--- src/rtl/cpu_pkg.sv ---
// Shared types for the CPU control unit: opcodes, FSM states, jump
// conditions, the decoded instruction class and the stack-pointer reset value.
package cpu_pkg;

    typedef enum logic [3:0] {
        OP_ALU_RR   = 4'h0,
        OP_ALU_IMM4 = 4'h1,
        OP_IMM8     = 4'h2,
        OP_LOAD     = 4'h3,
        OP_STORE    = 4'h4,
        OP_JMP      = 4'h5,
        OP_CALL     = 4'h6,
        OP_HALT     = 4'h7,
        OP_PUSH     = 4'h8
    } opcode_e;

    typedef enum logic [2:0] {
        S_FETCH     = 3'd0,
        S_DECODE    = 3'd1,
        S_EXECUTE   = 3'd2,
        S_MEM_WAIT  = 3'd3,
        S_WRITEBACK = 3'd4,
        S_JUMP      = 3'd5,
        S_HALT      = 3'd6
    } state_e;

    typedef enum logic [3:0] {
        COND_ALWAYS = 4'd0,
        COND_Z      = 4'd1,
        COND_NZ     = 4'd2,
        COND_N      = 4'd3,
        COND_NN     = 4'd4
    } cond_e;

    // One-hot instruction class; illegal opcodes fold into nop.
    typedef struct packed {
        logic alu_rr;
        logic alu_imm4;
        logic imm8;
        logic load;
        logic store;
        logic jmp;
        logic call;
        logic halt;
        logic push;
        logic nop;
    } instr_class_t;

    localparam logic [15:0] SP_RESET_VALUE = 16'h8000;

endpackage

--- src/rtl/cpu_controller_if.sv ---
// Controller <-> datapath bundle: instruction and flags in, control strobes
// and debug/status out. master = controller, slave = datapath.
interface cpu_controller_if;
    logic [15:0] current_instruction;
    logic        Z_out;
    logic        N_out;

    logic        reg_write;
    logic        mem_to_reg;
    logic        fetch_instruction;
    logic        alu_override_imm8;
    logic        alu_override_imm4;
    logic        alu_set_flags;
    logic        set_pc;
    logic        pc_from_register;
    logic        mem_write;
    logic        mem_write_is_stack;
    logic        mem_write_next_pc;
    logic        set_sp;
    logic        increase_sp;

    logic        halted;
    logic [15:0] retired;
    logic [2:0]  state_poke;

    modport master (
        input  current_instruction, Z_out, N_out,
        output reg_write, mem_to_reg, fetch_instruction, alu_override_imm8,
               alu_override_imm4, alu_set_flags, set_pc, pc_from_register,
               mem_write, mem_write_is_stack, mem_write_next_pc, set_sp,
               increase_sp, halted, retired, state_poke
    );

    modport slave (
        output current_instruction, Z_out, N_out,
        input  reg_write, mem_to_reg, fetch_instruction, alu_override_imm8,
               alu_override_imm4, alu_set_flags, set_pc, pc_from_register,
               mem_write, mem_write_is_stack, mem_write_next_pc, set_sp,
               increase_sp, halted, retired, state_poke
    );
endinterface

--- src/rtl/cpu_decoder.sv ---
// Combinational instruction decoder: opcode -> one-hot class, and
// jump condition evaluated against the Z/N status flags.
module cpu_decoder
    import cpu_pkg::*;
(
    input  logic [3:0]   opcode,
    input  logic [3:0]   cond,
    input  logic         z_flag,
    input  logic         n_flag,
    output instr_class_t instr_class,
    output logic         jump_taken
);

    // Opcode to class; anything unmapped executes as a NOP.
    always_comb begin
        instr_class = '0;
        case (opcode)
            OP_ALU_RR:   instr_class.alu_rr   = 1'b1;
            OP_ALU_IMM4: instr_class.alu_imm4 = 1'b1;
            OP_IMM8:     instr_class.imm8     = 1'b1;
            OP_LOAD:     instr_class.load     = 1'b1;
            OP_STORE:    instr_class.store    = 1'b1;
            OP_JMP:      instr_class.jmp      = 1'b1;
            OP_CALL:     instr_class.call     = 1'b1;
            OP_HALT:     instr_class.halt     = 1'b1;
            OP_PUSH:     instr_class.push     = 1'b1;
            default:     instr_class.nop      = 1'b1;
        endcase
    end

    // Jump condition; undefined codes are never taken.
    always_comb begin
        jump_taken = 1'b0;
        case (cond)
            COND_ALWAYS: jump_taken = 1'b1;
            COND_Z:      jump_taken = z_flag;
            COND_NZ:     jump_taken = ~z_flag;
            COND_N:      jump_taken = n_flag;
            COND_NN:     jump_taken = ~n_flag;
            default:     jump_taken = 1'b0;
        endcase
    end

endmodule

--- src/rtl/cpu_controller.sv ---
// Multi-cycle CPU control FSM: FETCH -> DECODE -> EXECUTE [-> MEM_WAIT ->
// WRITEBACK | -> JUMP] with a retired-instruction counter.
// Optional feature macro: CPU_SINGLE_STEP_EN adds step_mode/step inputs that
// gate FETCH so one instruction runs per rising edge of step.
module cpu_controller
    import cpu_pkg::*;
#(
    parameter int unsigned MEM_WAIT_CYCLES = 1
)
(
    input  logic clock,
    input  logic reset,
`ifdef CPU_SINGLE_STEP_EN
    input  logic step_mode,
    input  logic step,
`endif
    cpu_controller_if.master bus
);

    localparam logic [3:0] WAIT_INIT = 4'(MEM_WAIT_CYCLES - 1);

    state_e       state_reg, state_next;
    logic [3:0]   wait_cnt_reg, wait_cnt_next;
    logic [15:0]  retired_reg;
    logic         retire_now;
    logic         fetch_go;
    instr_class_t cls;
    logic         jump_taken;

    logic c_reg_write, c_mem_to_reg, c_fetch, c_imm8, c_imm4, c_set_flags;
    logic c_set_pc, c_pc_from_reg, c_mem_write, c_is_stack, c_next_pc, c_set_sp;

    // Operand fields are consumed by the datapath, not here.
    logic unused_operands;
    assign unused_operands = ^bus.current_instruction[11:4];

    cpu_decoder u_decoder (
        .opcode      (bus.current_instruction[15:12]),
        .cond        (bus.current_instruction[3:0]),
        .z_flag      (bus.Z_out),
        .n_flag      (bus.N_out),
        .instr_class (cls),
        .jump_taken  (jump_taken)
    );

`ifdef CPU_SINGLE_STEP_EN
    logic step_d_reg, step_pending_reg, step_pending_next, step_rise;
    assign step_rise = step & ~step_d_reg;
    assign fetch_go  = ~step_mode | step_pending_reg | step_rise;

    // Remember a step edge that arrives mid-instruction; consume it on fetch.
    always_comb begin
        step_pending_next = step_pending_reg;
        if (state_reg == S_FETCH && fetch_go)
            step_pending_next = 1'b0;
        else if (step_rise)
            step_pending_next = 1'b1;
    end

    // Step edge detector and pending flag.
    always_ff @(posedge clock or negedge reset) begin
        if (!reset) begin
            step_d_reg       <= 1'b0;
            step_pending_reg <= 1'b0;
        end else begin
            step_d_reg       <= step;
            step_pending_reg <= step_pending_next;
        end
    end
`else
    assign fetch_go = 1'b1;
`endif

    // State, wait counter and retired counter.
    always_ff @(posedge clock or negedge reset) begin
        if (!reset) begin
            state_reg    <= S_FETCH;
            wait_cnt_reg <= 4'd0;
            retired_reg  <= 16'd0;
        end else begin
            state_reg    <= state_next;
            wait_cnt_reg <= wait_cnt_next;
            if (retire_now)
                retired_reg <= retired_reg + 16'd1;
        end
    end

    // Next state and per-state control decode.
    always_comb begin
        state_next    = state_reg;
        wait_cnt_next = wait_cnt_reg;
        retire_now    = 1'b0;
        c_reg_write   = 1'b0;
        c_mem_to_reg  = 1'b0;
        c_fetch       = 1'b0;
        c_imm8        = 1'b0;
        c_imm4        = 1'b0;
        c_set_flags   = 1'b0;
        c_set_pc      = 1'b0;
        c_pc_from_reg = 1'b0;
        c_mem_write   = 1'b0;
        c_is_stack    = 1'b0;
        c_next_pc     = 1'b0;
        c_set_sp      = 1'b0;
        case (state_reg)
            S_FETCH: begin
                if (fetch_go) begin
                    c_fetch    = 1'b1;
                    state_next = S_DECODE;
                end
            end
            S_DECODE: state_next = cls.halt ? S_HALT : S_EXECUTE;
            S_EXECUTE: begin
                state_next = S_FETCH;
                retire_now = 1'b1;
                if (cls.alu_rr || cls.alu_imm4) begin
                    c_reg_write = 1'b1;
                    c_set_flags = 1'b1;
                    c_set_pc    = 1'b1;
                    c_imm4      = cls.alu_imm4;
                end
                if (cls.imm8) begin
                    c_reg_write = 1'b1;
                    c_imm8      = 1'b1;
                    c_set_pc    = 1'b1;
                end
                if (cls.load) begin
                    state_next    = S_MEM_WAIT;
                    retire_now    = 1'b0;
                    wait_cnt_next = WAIT_INIT;
                end
                if (cls.store) begin
                    c_mem_write = 1'b1;
                    c_set_pc    = 1'b1;
                end
                if (cls.push) begin
                    c_mem_write = 1'b1;
                    c_is_stack  = 1'b1;
                    c_set_pc    = 1'b1;
                    c_set_sp    = 1'b1;
                end
                if (cls.jmp) begin
                    c_set_pc      = 1'b1;
                    c_pc_from_reg = jump_taken;
                end
                if (cls.call) begin
                    c_mem_write = 1'b1;
                    c_is_stack  = 1'b1;
                    c_next_pc   = 1'b1;
                    c_set_sp    = 1'b1;
                    state_next  = S_JUMP;
                    retire_now  = 1'b0;
                end
            end
            S_MEM_WAIT: begin
                if (wait_cnt_reg == 4'd0)
                    state_next = S_WRITEBACK;
                else
                    wait_cnt_next = wait_cnt_reg - 4'd1;
            end
            S_WRITEBACK: begin
                c_reg_write  = 1'b1;
                c_mem_to_reg = 1'b1;
                c_set_pc     = 1'b1;
                retire_now   = 1'b1;
                state_next   = S_FETCH;
            end
            S_JUMP: begin
                c_set_pc      = 1'b1;
                c_pc_from_reg = 1'b1;
                retire_now    = 1'b1;
                state_next    = S_FETCH;
            end
            S_HALT:  state_next = S_HALT;
            default: state_next = S_FETCH;
        endcase
    end

    // Outputs; controls are forced low for as long as reset is held.
    always_comb begin
        bus.reg_write          = reset & c_reg_write;
        bus.mem_to_reg         = reset & c_mem_to_reg;
        bus.fetch_instruction  = reset & c_fetch;
        bus.alu_override_imm8  = reset & c_imm8;
        bus.alu_override_imm4  = reset & c_imm4;
        bus.alu_set_flags      = reset & c_set_flags;
        bus.set_pc             = reset & c_set_pc;
        bus.pc_from_register   = reset & c_pc_from_reg;
        bus.mem_write          = reset & c_mem_write;
        bus.mem_write_is_stack = reset & c_is_stack;
        bus.mem_write_next_pc  = reset & c_next_pc;
        bus.set_sp             = reset & c_set_sp;
        bus.increase_sp        = 1'b0;
        bus.halted             = (state_reg == S_HALT);
        bus.retired            = retired_reg;
        bus.state_poke         = state_reg;
    end

endmodule

--- src/flat_wrapper.sv ---
// flat-port wrapper written by rule: the top's interface ports become plain ports
module cpu_controller_flat import cpu_pkg::*;
#(
    parameter int unsigned MEM_WAIT_CYCLES = 1
)
  (clock, reset, bus_current_instruction, bus_Z_out, bus_N_out, bus_reg_write, bus_mem_to_reg, bus_fetch_instruction, bus_alu_override_imm8, bus_alu_override_imm4, bus_alu_set_flags, bus_set_pc, bus_pc_from_register, bus_mem_write, bus_mem_write_is_stack, bus_mem_write_next_pc, bus_set_sp, bus_increase_sp, bus_halted, bus_retired, bus_state_poke);
  cpu_controller_if bus_i ();
  input  logic clock;
  input  logic reset;
  input wire logic [$bits(bus_i.current_instruction)-1:0] bus_current_instruction;
  input wire logic [$bits(bus_i.Z_out)-1:0] bus_Z_out;
  input wire logic [$bits(bus_i.N_out)-1:0] bus_N_out;
  output wire logic [$bits(bus_i.reg_write)-1:0] bus_reg_write;
  output wire logic [$bits(bus_i.mem_to_reg)-1:0] bus_mem_to_reg;
  output wire logic [$bits(bus_i.fetch_instruction)-1:0] bus_fetch_instruction;
  output wire logic [$bits(bus_i.alu_override_imm8)-1:0] bus_alu_override_imm8;
  output wire logic [$bits(bus_i.alu_override_imm4)-1:0] bus_alu_override_imm4;
  output wire logic [$bits(bus_i.alu_set_flags)-1:0] bus_alu_set_flags;
  output wire logic [$bits(bus_i.set_pc)-1:0] bus_set_pc;
  output wire logic [$bits(bus_i.pc_from_register)-1:0] bus_pc_from_register;
  output wire logic [$bits(bus_i.mem_write)-1:0] bus_mem_write;
  output wire logic [$bits(bus_i.mem_write_is_stack)-1:0] bus_mem_write_is_stack;
  output wire logic [$bits(bus_i.mem_write_next_pc)-1:0] bus_mem_write_next_pc;
  output wire logic [$bits(bus_i.set_sp)-1:0] bus_set_sp;
  output wire logic [$bits(bus_i.increase_sp)-1:0] bus_increase_sp;
  output wire logic [$bits(bus_i.halted)-1:0] bus_halted;
  output wire logic [$bits(bus_i.retired)-1:0] bus_retired;
  output wire logic [$bits(bus_i.state_poke)-1:0] bus_state_poke;
  assign bus_i.current_instruction = bus_current_instruction;
  assign bus_i.Z_out = bus_Z_out;
  assign bus_i.N_out = bus_N_out;
  assign bus_reg_write = bus_i.reg_write;
  assign bus_mem_to_reg = bus_i.mem_to_reg;
  assign bus_fetch_instruction = bus_i.fetch_instruction;
  assign bus_alu_override_imm8 = bus_i.alu_override_imm8;
  assign bus_alu_override_imm4 = bus_i.alu_override_imm4;
  assign bus_alu_set_flags = bus_i.alu_set_flags;
  assign bus_set_pc = bus_i.set_pc;
  assign bus_pc_from_register = bus_i.pc_from_register;
  assign bus_mem_write = bus_i.mem_write;
  assign bus_mem_write_is_stack = bus_i.mem_write_is_stack;
  assign bus_mem_write_next_pc = bus_i.mem_write_next_pc;
  assign bus_set_sp = bus_i.set_sp;
  assign bus_increase_sp = bus_i.increase_sp;
  assign bus_halted = bus_i.halted;
  assign bus_retired = bus_i.retired;
  assign bus_state_poke = bus_i.state_poke;
  cpu_controller #(.MEM_WAIT_CYCLES(MEM_WAIT_CYCLES)) u_core (.clock(clock), .reset(reset), .bus(bus_i));
endmodule
--- config.mk ---
export PLATFORM = sky130hd
export DESIGN_NAME = cpu_controller_flat
export DESIGN_NICKNAME = d
export VERILOG_FILES = /design/src/rtl/cpu_pkg.sv /design/src/rtl/cpu_controller_if.sv /design/src/rtl/cpu_decoder.sv /design/src/rtl/cpu_controller.sv /design/src/flat_wrapper.sv
export SDC_FILE = /design/constraint.sdc
export NUM_CORES = 1
export LEC_CHECK = 0
export ABC_CLOCK_PERIOD_IN_PS = 4870
export BUFFER_PORTS_ARGS = -buffer_cell sky130_fd_sc_hd__buf_2
export CORE_ASPECT_RATIO = 1.75
export CORE_MARGIN = 2
export CORE_UTILIZATION = 53
export DETAILED_ROUTE_END_ITERATION = 7
export MAX_ROUTING_LAYER = met4
export PLACE_DENSITY = 0.85
export SYNTH_ARGS = -nofsm -noshare
export SYNTH_HDL_FRONTEND = slang
export SYNTH_SLANG_ARGS = --single-unit
--- constraint.sdc ---
create_clock -name clock -period 4.87 [get_ports clock]
set_input_delay 1.2175 -clock clock [delete_from_list [all_inputs] [get_ports clock]]
set_output_delay 1.2175 -clock clock [all_outputs]
set_load 0.01 [all_outputs]
After elaboration in Yosys (flattened, before gate mapping)
Cells that the tools add are included.
{"block": "word_totals", "register_bits": 23, "inputBits": 20, "out_inout_bits": 33, "elab_cells": 93}
{"block": "op_classes", "n_addsub": 2, "n_eq_ne": 21, "muxes": 46, "bitwise": 13, "n_reduce_logical": 8}
{"cell": "$mux 1", "count": 33}
{"cell": "$eq 4x3->1 const B", "count": 5}
{"cell": "$add 16x1->16 const B", "count": 1}
{"cell": "$eq 4x2->1 const B", "count": 4}
{"cell": "$pmux 3 s5", "count": 1}
{"cell": "$logic_not 4->1", "count": 3}
{"cell": "$and 1x1->1", "count": 11}
{"cell": "$eq 3x3->1 const B", "count": 3}
{"cell": "$mux 3", "count": 3}
{"cell": "$eq 4x1->1 const B", "count": 2}
{"cell": "$mux 4", "count": 2}
{"cell": "$pmux 1 s2", "count": 4}
{"cell": "$pmux 4 s2", "count": 1}
{"cell": "$eq 3x2->1 const B", "count": 2}
{"cell": "$pmux 1 s5", "count": 1}
{"cell": "$eq 4x4->1 const B", "count": 1}
{"cell": "$ne 2x1->1 const B", "count": 2}
{"cell": "$sub 4x1->4 const B", "count": 1}
{"cell": "$eq 3x1->1 const B", "count": 1}
{"cell": "$logic_not 3->1", "count": 1}
{"cell": "$reduce_and 3->1", "count": 1}
{"cell": "$mux 2", "count": 1}
{"cell": "$ne 2x2->1 const B", "count": 1}
{"cell": "$not 1->1", "count": 2}
{"cell": "3 further kinds", "count": 3}

Depth between registers and ports, before layout
{"block": "logic_depth", "ltp_word": 10, "ltp_mapped": 6, "ltp_nobuf": 6}

Modules after synthesis
Synthesis repeated with hierarchy kept, for this count alone.
{"block": "hier_totals", "hier_cells": 154, "hier_area_um2": 1458.9}
{"mod": "cpu_controller", "instances": 1, "cells_each": 132, "area_each_um2": 1332.5, "seq_area_each_um2": 575.6}
{"mod": "cpu_decoder", "instances": 1, "cells_each": 22, "area_each_um2": 126.4, "seq_area_each_um2": 0.0}

Worst setup path after synthesis
Ideal clock, no wire load.
{"block": "synth_timing", "path_kind": "in2out", "from": "input port bus_current_instruction[14]", "to": "output port bus_set_sp", "arrival_ns": 2.250, "t_required_ns": 3.653, "path_slack_ns": 1.402, "cell_stages": 4, "path_buffers": 2, "cell_sequence": "buf_2 > or3b_2 > a21oi_1 > buf_4"}
{"block": "synth_via", "elab_chain_cells": 6, "elab_cells_between_ends": 8, "classes_between": "2 x eq/ne; 5 x mux; 1 x bitwise"}
{"item": "from (decl)", "line": "flat_wrapper.sv:10", "rtl": "input wire logic [$bits(bus_i.current_instruction)-1:0] bus_current_instruction;"}
{"item": "$eq 4x4->1"}
{"item": "$mux 1", "line": "cpu_decoder.sv:17", "rtl": "case (opcode)"}
{"item": "$mux 1"}
{"item": "$mux 1 * (2 in a row)"}
{"item": "$and 1x1->1 *"}
{"item": "to (decl)", "line": "flat_wrapper.sv:24", "rtl": "output wire logic [$bits(bus_i.set_sp)-1:0] bus_set_sp;"}
Every way passes the cells marked *; elsewhere a longest branch is shown, timed or not.

Worst setup path in the final report
{"block": "layout_timing", "from": "input port reset", "to": "output port bus_alu_override_imm8"}
{"block": "layout_via", "elab_chain_cells": 1}
{"item": "from (decl)", "line": "flat_wrapper.sv:9", "rtl": "input logic reset;"}
{"item": "$and 1x1->1", "line": "cpu_controller.sv:184", "rtl": "bus.alu_override_imm8 = reset & c_imm8;"}
{"item": "to (decl)", "line": "flat_wrapper.sv:16", "rtl": "output wire logic [$bits(bus_i.alu_override_imm8)-1:0] bus_alu_override_imm8;"}
No other way between the ends.

==> metrics.txt <==
outcome finished, final reports clean; routability congestion estimate around 0.86; filler cell count in the final layout 220; maximum vdd ir drop 358.0 µV; Mean Syn Cell Area 9.874 µm²; sequential area share after synthesis 0.3938; pin count of the biggest net entering global routing 29; fraction of the mapped netlist area in compound gates 0.2012; initial antenna violation count 0; final cell count without fillers 214; Mapped Nets 171; Total GRT Usage 0.2411; power per cell area 384.7 nW/µm²; starting density of the core 0.5496; worst-case reg-to-reg path depth 4; WL final around 3400 µm; Worst Tran Pin Value 0.6057 ns; Max Slew Vio Count 0; GRT overflow 0; hold slack slightly below 0.5 ns; Layout area overhead 17.29%; placed insts between 200 and 250; # diodes 0; Fmax 0.2770 GHz; Setup Crit Path Kind in2out; Final Setup Violations 0; worst skew pair latency 0.26 ns; Reg area about 580 µm²; Hold Crit Class reg2reg; number of flip-flops under the largest register name 16; Post-CTS Resized 0; Leak Pwr 0.7795 nW; Critical Path Fanout Max 28; slew margin rel. 0.5962; IO buf count 43; share of cells above drive strength 1 0.2941; Max stage delay on crit path approximately 0.48 ns; # IOs 53; number of synthesized flops with an enable pin 0; largest family of logic cells by synthesized area simple AND/OR/NAND/NOR gates; Primary FF master, synth dfrtp_1; Top Family by Delay on Critical Path buffers and inverters; drt pass-1 iters 4; Psw 0.2700 mW; via count of the routed design 1,288; Routed Antenna Nets 0; post-synthesis register bit count 23; H-Tree Depth 1; MaxCap Viol Count 0; Worst Path Required 3.65 ns; Core Footprint 2659 µm²; vias in the first global route around 1,200; Sw Share 0.4095; mux contribution to synthesized area 0.01455; Async SR Flop Fraction 1.000; hold_buf cts 0; Gate Count Post-Synth 148; first-pass GRT wire length 5775 µm; Comb pwr share 0.376; power share of the sequential group 0.443; RSZ-0062 raised after global routing false; Cell Chain, Critical Path buf_2, nand3_1, nor3b_1, buf_2; Fin. Hold Viols 0; CTS tree done; Synth Warn # 0; Worst Path Arrival 2.39 ns; commonest non-fill, non-tap cell in the layout buf_2; CTS Sinks 23; hold depth 1; # DRC 0; HPWL Detailed around 2500 µm; total CTS buffers 3; Setup Buffers After CTS 0; clock-pin slew on the worst setup and hold paths 0.08 ns; drt via density about 6; commonest non-fill, non-tap cells in the layout buf_2, dfrtp_1, xnor2_1; CTS Buffer Depth 2; Yosys cell types 45; Synth Cell Area 1461 µm²; CP max-delay cell buf_2; Die ar. roughly 3200 µm²; die height 73.47 µm; final period utilization 0.7413; crit end category primary output; Pint 0.3894 mW; simple-gate portion of the synthesized area 0.2217; Row Count 25; Crit path buffers/inverters 2; Clk pwr share 0.181; area of the multi-input gates 829.5 µm²; Die W 43.70 µm; Adder-Cell Fraction of Synth Area 0.02568; WL/cell between 15 and 20 µm; clock root cell clkbuf_8; fraction of synthesized cell area in xor and xnor cells 0.1019; min Tclk post-route 3.610 ns; DRT iter0 DRCs between 50 and 60; CP most frequent cell buf_2; Critical Path Start Type input port; Setup TNS 0 ns; Fin Clk Skew 0.001771 ns; Crit path depth 4; nets between 200 and 250
[final cells by class]
class	count	area share
Inverter	4	0.008759
Clock buffer	4	0.02628
Sequential cell	23	0.3358
Tap cell	27	0.01971
Timing Repair Buffer	43	0.1255
Multi-Input combinational cell	113	0.4839
[stage by stage]
| step | setup slack [ns] | utilization | total power, mW | cell area (µm²) |
|---|---|---|---|---|
| CTS | 1.238 | 0.6447 | 0.6601 | 1714 |
| global placement | 1.295 | 0.6278 | 0.5271 | 1669 |
| detailed placement | 1.242 | 0.6278 | 0.5401 | 1669 |
| floorplan | 1.402 | - | 0.4528 | 1461 |
| finish | 1.260 | 0.6447 | 0.6594 | 1714 |
| global route | 1.122 | 0.6447 | 0.7067 | 1714 |
[power by group through the flow]
stage	sequential (mW)	combinational (mW)	clock [mW]
2_1_floorplan	0.282	0.171	0
3_3_place_gp	0.290	0.237	0
3_5_place_dp	0.293	0.247	0
4_1_cts	0.290	0.249	0.122
5_1_grt	0.301	0.277	0.129
6_report	0.292	0.248	0.119
[per-layer routing]
metal / part of all wire / track usage
met2: 0.56 / 0.4085
met1: 0.39 / 0.2701
met4: 0.014 / 0.1145
met3: 0.033 / 0.03686
met5: 0 / -
[kinds of logic (layout without fill, tap and decap cells)]
logic type               after synthesis  after routing
AO/OA/AOI/OAI                         37             37
XOR/XNOR                              17             17
adder cells (fa/ha/maj)                3              3
buffers and inverters                 12             51
flip-flops                            23             23
multiplexers                           2              2
other                                  1              1
AND/OR/NAND/NOR                       53             53
[worst paths after layout]
path / startpoint / endpoint / slack [ns]
worst max register to register: u_core.bus.state_poke[1] / u_core.bus.retired[2] / 3.01
worst min register to register: u_core.bus.retired[11] / u_core.bus.retired[11] / 0.49
worst max-delay path: reset / bus_alu_override_imm8 / 1.26
min in group asynchronous: reset / u_core.bus.state_poke[2] / 0.95
max in group asynchronous: reset / u_core.bus.retired[11] / 3.52
worst min-delay path: u_core.bus.retired[11] / u_core.bus.retired[11] / 0.49
[synthesized netlist by cell type (all sizes together) (2+ instances only)]
| master | n | area, µm² |
|---|---|---|
| dfrtp | 23 | 575.6 |
| xnor2 | 10 | 87.58 |
| nor2 | 7 | 26.28 |
| xor2 | 7 | 61.31 |
| a21oi | 6 | 30.03 |
| a21boi | 5 | 41.29 |
| and3 | 5 | 31.28 |
| buf | 5 | 30.02 |
| nand2b | 5 | 31.28 |
| nand3 | 5 | 25.02 |
| o211ai | 5 | 37.54 |
| and2 | 4 | 25.03 |
| inv | 4 | 15.01 |
| nand2 | 4 | 15.01 |
| nor3b | 4 | 41.29 |
| o2111ai | 4 | 35.03 |
| o21ai | 4 | 20.02 |
| a211oi | 3 | 22.52 |
| clkbuf | 3 | 11.26 |
| ha | 3 | 37.54 |
| nand3b | 3 | 22.52 |
| or2 | 3 | 18.77 |
| or3 | 3 | 18.77 |
| and4 | 2 | 17.52 |
| nand4 | 2 | 12.51 |
| nor2b | 2 | 12.51 |
| nor3 | 2 | 10.01 |
| o31ai | 2 | 15.01 |
Note: power is estimated with default switching activity, not from simulation.
